`src/rtl/alu_pkg.sv`:
```
// alu_pkg: op encodings, FSM state type and default operand width for alu_seq.
// Rev 1.0
`default_nettype none

package alu_pkg;

  localparam int ALU_WIDTH_DEF = 8;

  localparam logic [1:0] ALU_ADD = 2'b00;
  localparam logic [1:0] ALU_SUB = 2'b01;
  localparam logic [1:0] ALU_MUL = 2'b10;
  localparam logic [1:0] ALU_DIV = 2'b11;

  typedef enum logic [1:0] {
    IDLE = 2'b00,
    ITER = 2'b01,
    DONE = 2'b10
  } alu_state_e;

endpackage

`default_nettype wire

```
`src/rtl/alu_iter_core.sv`:
```
// alu_iter_core: shared shift/accumulate datapath for iterative MUL and DIV.
// Optional macro ALU_DIV_EN adds the restoring divider. Rev 1.0
`default_nettype none

module alu_iter_core
  import alu_pkg::*;
#(
  parameter int WIDTH = ALU_WIDTH_DEF
) (
  input  logic               clk,
  input  logic               rst_n,
  input  logic               load,
  input  logic               step,
`ifdef ALU_DIV_EN
  input  logic               is_div,
`endif
  input  logic [WIDTH-1:0]   a,
  input  logic [WIDTH-1:0]   b,
  output logic               last,
  output logic [2*WIDTH-1:0] res_d
);

  localparam int CW = $clog2(WIDTH);

  // acc holds {partial, multiplier} for MUL and {remainder, dividend/quotient} for DIV
  logic [2*WIDTH-1:0] acc_q, acc_d;
  logic [WIDTH-1:0]   m_q, m_d;
  logic [CW-1:0]      cnt_q, cnt_d;
  logic [WIDTH-1:0]   mul_add;
  logic [WIDTH:0]     mul_sum;
`ifdef ALU_DIV_EN
  logic               div_q, div_d;
  logic [WIDTH:0]     div_trial;
`endif

  always_comb begin
    mul_add = acc_q[0] ? m_q : {WIDTH{1'b0}};
    mul_sum = {1'b0, acc_q[2*WIDTH-1:WIDTH]} + {1'b0, mul_add};
    res_d   = {mul_sum, acc_q[WIDTH-1:1]};
`ifdef ALU_DIV_EN
    div_trial = acc_q[2*WIDTH-1:WIDTH-1] - {1'b0, m_q};
    div_d     = div_q;
    if (div_q) begin
      // a borrow means the trial subtract failed: keep the shifted remainder
      if (div_trial[WIDTH]) res_d = {acc_q[2*WIDTH-2:0], 1'b0};
      else                  res_d = {div_trial[WIDTH-1:0], acc_q[WIDTH-2:0], 1'b1};
    end
`endif
    acc_d = acc_q;
    m_d   = m_q;
    cnt_d = cnt_q;
    if (load) begin
      cnt_d = '0;
`ifdef ALU_DIV_EN
      div_d = is_div;
      m_d   = is_div ? b : a;
      acc_d = {{WIDTH{1'b0}}, (is_div ? a : b)};
`else
      m_d   = a;
      acc_d = {{WIDTH{1'b0}}, b};
`endif
    end else if (step) begin
      acc_d = res_d;
      cnt_d = cnt_q + CW'(1);
    end
  end

  assign last = step && (cnt_q == CW'(WIDTH - 1));

  always_ff @(posedge clk or negedge rst_n) begin
    if (!rst_n) begin
      acc_q <= '0;
      m_q   <= '0;
      cnt_q <= '0;
`ifdef ALU_DIV_EN
      div_q <= 1'b0;
`endif
    end else begin
      acc_q <= acc_d;
      m_q   <= m_d;
      cnt_q <= cnt_d;
`ifdef ALU_DIV_EN
      div_q <= div_d;
`endif
    end
  end

endmodule

`default_nettype wire

```
`src/rtl/alu_seq.sv`:
```
// alu_seq: handshaked add/sub/mul/div ALU; MUL/DIV iterate WIDTH cycles.
// Optional macro ALU_DIV_EN enables the divider. Rev 1.0
`default_nettype none

module alu_seq
  import alu_pkg::*;
#(
  parameter int WIDTH = ALU_WIDTH_DEF
) (
  input  logic               clk,
  input  logic               rst_n,
  input  logic               start,
  input  logic [1:0]         op,
  input  logic [WIDTH-1:0]   a,
  input  logic [WIDTH-1:0]   b,
  output logic               busy,
  output logic               done,
  output logic [2*WIDTH-1:0] y,
  output logic               err
);

  alu_state_e         state_q, state_d;
  logic               done_q, done_d;
  logic               err_q, err_d;
  logic [2*WIDTH-1:0] y_q, y_d;
  logic               accept, load, step, last;
  logic [2*WIDTH-1:0] core_res;
  logic [WIDTH:0]     add_sum;
  logic [2*WIDTH-1:0] sub_diff;

  assign accept = start && (state_q != ITER);
  assign step   = (state_q == ITER);

  alu_iter_core #(.WIDTH(WIDTH)) u_core (
    .clk   (clk),
    .rst_n (rst_n),
    .load  (load),
    .step  (step),
`ifdef ALU_DIV_EN
    .is_div(op == ALU_DIV),
`endif
    .a     (a),
    .b     (b),
    .last  (last),
    .res_d (core_res)
  );

  always_comb begin
    add_sum  = {1'b0, a} + {1'b0, b};
    // 2*WIDTH-bit subtract gives the sign extension of a negative result for free
    sub_diff = {{WIDTH{1'b0}}, a} - {{WIDTH{1'b0}}, b};
    state_d  = state_q;
    done_d   = 1'b0;
    err_d    = err_q;
    y_d      = y_q;
    load     = 1'b0;
    case (state_q)
      ITER: begin
        if (last) begin
          y_d     = core_res;
          err_d   = 1'b0;
          done_d  = 1'b1;
          state_d = DONE;
        end
      end
      default: begin
        state_d = IDLE;
        if (accept) begin
          case (op)
            ALU_ADD: begin
              y_d     = {{(WIDTH-1){1'b0}}, add_sum};
              err_d   = 1'b0;
              done_d  = 1'b1;
              state_d = DONE;
            end
            ALU_SUB: begin
              y_d     = sub_diff;
              err_d   = 1'b0;
              done_d  = 1'b1;
              state_d = DONE;
            end
            ALU_MUL: begin
              load    = 1'b1;
              state_d = ITER;
            end
            default: begin
`ifdef ALU_DIV_EN
              if (b == '0) begin
                y_d     = {a, {WIDTH{1'b1}}};
                err_d   = 1'b1;
                done_d  = 1'b1;
                state_d = DONE;
              end else begin
                load    = 1'b1;
                state_d = ITER;
              end
`else
              y_d     = '0;
              err_d   = 1'b1;
              done_d  = 1'b1;
              state_d = DONE;
`endif
            end
          endcase
        end
      end
    endcase
  end

  always_ff @(posedge clk or negedge rst_n) begin
    if (!rst_n) begin
      state_q <= IDLE;
      done_q  <= 1'b0;
      err_q   <= 1'b0;
      y_q     <= '0;
    end else begin
      state_q <= state_d;
      done_q  <= done_d;
      err_q   <= err_d;
      y_q     <= y_d;
    end
  end

  assign busy = (state_q == ITER);
  assign done = done_q;
  assign err  = err_q;
  assign y    = y_q;

endmodule

`default_nettype wire

```
`config.mk`:
```
export PLATFORM = sky130hd
export DESIGN_NAME = alu_seq
export DESIGN_NICKNAME = d
export VERILOG_FILES = /design/src/rtl/alu_pkg.sv /design/src/rtl/alu_iter_core.sv /design/src/rtl/alu_seq.sv
export SDC_FILE = /design/constraint.sdc
export NUM_CORES = 1
export LEC_CHECK = 0
export ABC_AREA = 0
export BUFFER_PORTS_ARGS = -buffer_cell sky130_fd_sc_hd__buf_2
export CAP_MARGIN = 20
export CORE_ASPECT_RATIO = 0.9
export CORE_UTILIZATION = 37
export DETAILED_ROUTE_END_ITERATION = 12
export PLACE_DENSITY_LB_ADDON = 0.2
export SYNTH_ARGS = -nofsm -noshare
export SYNTH_HDL_FRONTEND = slang
export SYNTH_SLANG_ARGS = --single-unit
```
`constraint.sdc`:
```
create_clock -name clk -period 2.1 [get_ports clk]
set_input_delay 0.525 -clock clk [delete_from_list [all_inputs] [get_ports clk]]
set_output_delay 0.525 -clock clk [all_outputs]
set_load 0.01 [all_outputs]
```
# Word-level counts from Yosys, hierarchy flattened
# Cells that the tools add are included.
[op_classes]
add_sub_neg = 4
eq_ne = 7
n_mux = 24
reduce_logical = 7
[op_table]
columns = ["operator", "count"]
rows = [
  ["2-to-1 mux 16 bit", 5],
  ["case mux 16 bit (3 select lines)", 1],
  ["adder 8 x 8 -> 9 bit", 2],
  ["2-to-1 mux 1 bit", 10],
  ["subtractor 8 x 8 -> 9 bit", 1],
  ["2-to-1 mux 2 bit", 4],
  ["2-to-1 mux 8 bit", 1],
  ["2-to-1 mux 3 bit", 2],
  ["== test 2 x 1 -> 1 bit, second input constant", 2],
  ["inequality test 2 x 1 -> 1 bit, second input constant", 2],
  ["nonzero test 2 bit", 2],
  ["adder 3 x 1 -> 3 bit, second input constant", 1],
  ["== test 3 bit, second input constant", 1],
  ["AND reduction 3 bit", 1],
  ["== test 2 bit, second input constant", 1],
  ["logical AND 1 bit", 2],
  ["zero test 2 bit", 1],
  ["inequality test 2 bit, second input constant", 1],
  ["case mux 1 bit (2 select lines)", 1],
  ["OR reduction 2 bit", 1],
]
[word_totals]
ff_bits = 47
inputBits = 21
out_inout_bits = 19
wordCells = 49

# Depth between registers and ports, before layout
[logic_depth]
word_depth = 5
mapped_depth = 9
depth_no_buf = 9

# Cells and area by module
# Synthesis repeated with hierarchy kept, for this count alone.
[unflattened]
hier_cells = 335
area_unflattened_um2 = 3154.3
[by_module_without_submodules]
columns = ["mod", "instances", "cells_each", "area_each_um2", "seq_area_each_um2"]
rows = [
  ["alu_iter_core", 1, 152, 1590.3, 675.6],
  ["alu_seq", 1, 183, 1564.0, 500.5],
]

# Least setup slack after synthesis
# Ideal clock, no wire load.
[synth_timing]
kind = "register -> register"
start = "reg u_core.acc_q[0]"
end = "reg y_q[15], in the netlist y[15]"
setup_time_ps = 121
arrival_time_ps = 2145
required_time_ps = 1979
path_slack_ps = -166
stages_incl_launch_ff = 10
path_buffers = 0
period_less_slack_ps = 2266
path_cell_list = "dfrtp_1 and2_1 ha_1 fa_1 a211oi_1 o21bai_1 a21oi_1 a21oi_1 o21a_1 o22a_1"
[synth_between]
elab_chain_cells = 4
[synth_rtl]
columns = ["element", "line_no", "text"]
rows = [
  ["start: declaration", "alu_iter_core.sv:26", "logic [2*WIDTH-1:0] acc_q, acc_d;"],
  ["start signal: assignment", "alu_iter_core.sv:72", "acc_q <= '0;"],
  ["start signal: assignment", "alu_iter_core.sv:79", "acc_q <= acc_d;"],
  ["2-to-1 mux 8 bit", "alu_iter_core.sv:37", "mul_add = acc_q[0] ? m_q : {WIDTH{1'b0}};"],
  ["adder 8 x 8 -> 9 bit", "alu_iter_core.sv:38", "mul_sum = {1'b0, acc_q[2*WIDTH-1:WIDTH]} + {1'b0, mul_add};"],
  ["2-to-1 mux 16 bit", "alu_seq.sv:59", "if (last) begin"],
  ["2-to-1 mux 16 bit", "alu_seq.sv:57", "case (state_q)"],
  ["end signal: assignment", "alu_seq.sv:120", "y_q <= y_d;"],
  ["end: declaration", "alu_seq.sv:25", "logic [2*WIDTH-1:0] y_q, y_d;"],
]
# Every way passes these cells. The select of a mux whose other input is x is not followed.
# A chain may end at the register's enable or synchronous reset.

# Final worst setup path
[layout_timing]
start = "reg u_core.acc_q[0]"
end = "reg y_q[14], in the netlist y[14]"
# The elaborated chain is that of the path after synthesis.

==> impl_metrics.toml <==
[synthesis]
ys_async_sr_fraction_pct = 100
syn_nets = 377
synth_top_area_share_pct = 38.3
syn-instance-count = 326
netlist_area_um2 = 3070
ys.flop_type = "dfrtp_1"
synth.area.top_cells = "dfrtp_1, ha_1, nand2_1"
yosysMostFrequentCell = "dfrtp_1"
ys_ff_latch = 47
ys_types = 53
ys_warn_count = 0
synth_edf_count = 0
ys_seq_area_share_pct = 38.3
post-synth-top-area-cell = "dfrtp_1"
synth_area_per_cell_um2 = 9.42
synth_common_cells = "dfrtp_1, nand2_1, ha_1"

[routing]
ant_nets = 0
via_per_inst = 5.26
firstDrtPassIters = 8
drc_errors = 6
routedWlPerCell_um = 15.8
finalWirelength_mm = 7.89
vias = 2618
drt_iter0_drc = 152

[sta]
final-setup-viol-count = 5
setup_ws_ns = -0.0267
drv_slew = 0
fin_crit_sh_pct = 101
period_minus_slack_ns = 2.13
timing.fmax_ghz = 0.470
hold_violations = 0
rsz0062_at_grt = "yes"
slew_headroom_pct = 30.9
tightest_slew_ns = 1.04
skew_ns = 0.0117

[place]
place_congestion = 0.843
place_hpwl_mm = 6.10
io_buffers = 39
placed_area_um2 = 3630
pre_cts_ws_ns = -0.325

[run_status]
violations = "design-rule violations, negative setup slack"
outcome = "finished, violations left"

[clocking]
cts_tree = "yes"
cts_buffer_depth = 2
cts_root_buf = "clkbuf_8"
cts_num_sinks = 47
h-tree-depth = 2
cts_inserted_buffers = 5
clk_latency_ns = 0.31
path_clk_slew_ns = 0.10
hold_buffers = 0

[floorplanning]
rows = 31
ios = 40
core_area_um2 = 8030
fp.dieW_um = 98.0
dieHeight_um = 88.4
start_util_pct = 38.2
die_area_um2 = 8670

[grt]
grt_pass1_wl_mm = 13.0
grt.total_usage_pct = 19.5
grt_pass1_vias = 2537
antenna_found_initial = 0
grt_max_degree = 20
grt_remaining_overflow = 0

[setup_path]
slowest_stage = "dfrtp_1"
slowest_delay_ns = 0.42
cp_max_fo = 4
path_cells = "buf_4, and2_1, ha_1, nor2b_1, o31a_1, or3_1, nand3_2, a21oi_2"
crit_family = "simple AND/OR/NAND/NOR gates"
end_kind = "register"
start_kind = "register"
required_ns = 2.31
critPathBufInv = 1
arrival_ns = 2.34
path_class = "register to register"

[finish]
final_net_count = 449
drive_gt1_share_pct = 32.8
design_area_um2 = 3850
area_delta_synth_final_pct = 25.5
n_antenna_cell = 0

[worst_hold_path]
hp-class = "primary input to asynchronous set/reset pin"

[power]
power_leakage_nw = 1.89
power_density_nw_per_um2 = 961
vdd_drop_max_mv = 0.367

[job]
drv_cap = 0
-- worst paths after layout --
path / from / endpoint / slack (ns) / cells past startpoint
setup / recovery: u_core.acc_q[0]$_DFFE_PN0P_ / y[14]$_DFFE_PN0P_ / -0.03 / 8
hold / removal: rst_n / err$_DFFE_PN0P_ / 0.15 / 1
setup reg to reg: u_core.acc_q[0]$_DFFE_PN0P_ / y[14]$_DFFE_PN0P_ / -0.03 / 8
hold reg to reg: y[11]$_DFFE_PN0P_ / y[11]$_DFFE_PN0P_ / 0.48 / 2
max in group asynchronous: rst_n / u_core.acc_q[11]$_DFFE_PN0P_ / 1.35 / 2
min in group clk: y[11]$_DFFE_PN0P_ / y[11]$_DFFE_PN0P_ / 0.48 / 2
-- report_power, final --
group / internal, mW / total (mW) / switching [mW] / leakage, nW
logic: 0.756 / 1.59 / 0.837 / 1.25
registers: 1.21 / 1.40 / 0.193 / 0.587
clock network: 0.359 / 0.708 / 0.348 / 0.0548
-- kinds of logic after synthesis --
| kind of cell | share of synthesized area (%) |
|---|---|
| flops | 38.3 |
| fa+ha+maj | 13.0 |
| simple gates | 14.8 |
| compound gates | 20.4 |
| mux | 6.23 |
| buf+inv | 4.44 |
| xor+xnor | 2.85 |
-- per-layer routing --
metal | wire (um) | track usage (%) | part of all wire, % | vias up
met5 | 0 | 0 | 0 | -
met4 | 61 | 4.41 | 0.77 | 0
met3 | 305 | 3.08 | 3.9 | 5
met2 | 3380 | 30.8 | 43 | 56
met1 | 4140 | 28.3 | 52 | 1257
li1 | - | - | - | 1300
-- cell type report --
cell class	instances	area, um^2
Sequential cell	47	1180
Inverter	20	75.1
Fill cell	780	4180
Tap cell	99	124
Clock buffer	5	68.8
Timing Repair Buffer	78	492
Multi-Input combinational cell	246	1870
Clock inverter	3	46.3
-- flip-flops by register name (all words and copies together), names as in the netlist --
register,flops
u_core.cnt_q,3
err,1
u_core.acc_q,16
u_core.m_q,8
done,1
state_q,2
y,16
-- what timing repair did --
item / 4_1_cts / 5_1_grt
cloned: 0 / 0
setup endpoints to repair: 7 / 12
buffers inserted: 1 / 0
pin swaps: 13 / 10
resized for setup: 9 / 15
endpoints found under the hold margin: 0 / 0
-- per-stage QoR --
stage	TNS, ns	std cells	hold WS (ns)	total power [mW]	utilization (%)
2_1_floorplan	-0.0448	326	0.229	2.31	-
3_3_place_gp	-2.42	490	0.456	2.83	45.2
3_5_place_dp	-3.09	490	0.463	2.87	45.2
4_1_cts	-0.373	498	0.168	3.69	47.4
5_1_grt	-0.791	498	0.182	3.99	48.0
6_report	-0.117	498	0.151	3.70	48.0
-- worst reg2reg max path: stages (launching register included) --
cell and delay, ns:
dfrtp_1 0.42, buf_4 0.15, and2_1 0.16, ha_1 0.33, nor2b_1 0.15, o31a_1 0.29, or3_1 0.37, nand3_2 0.10
a21oi_2 0.05
-- layout by cell type, fill, tap and decap left out, types with 4 or more instances in the layout --
cell       n
and2_1     7
buf_2     39
o21a_1     6
mux2i_1    9
nand2_1   39
buf_4     38
a31oi_1    5
a21oi_1   16
mux2_2     9
nor2_1    14
inv_1     17
or3_1      4
nand2b_1   6
xnor2_1    6
a21o_1     4
o21ai_0   17
nor2_2     4
o21bai_1   5
dfrtp_1   47
ha_1      23
a21oi_2   10
clkbuf_8   5
(Power assumes the default switching activity.)
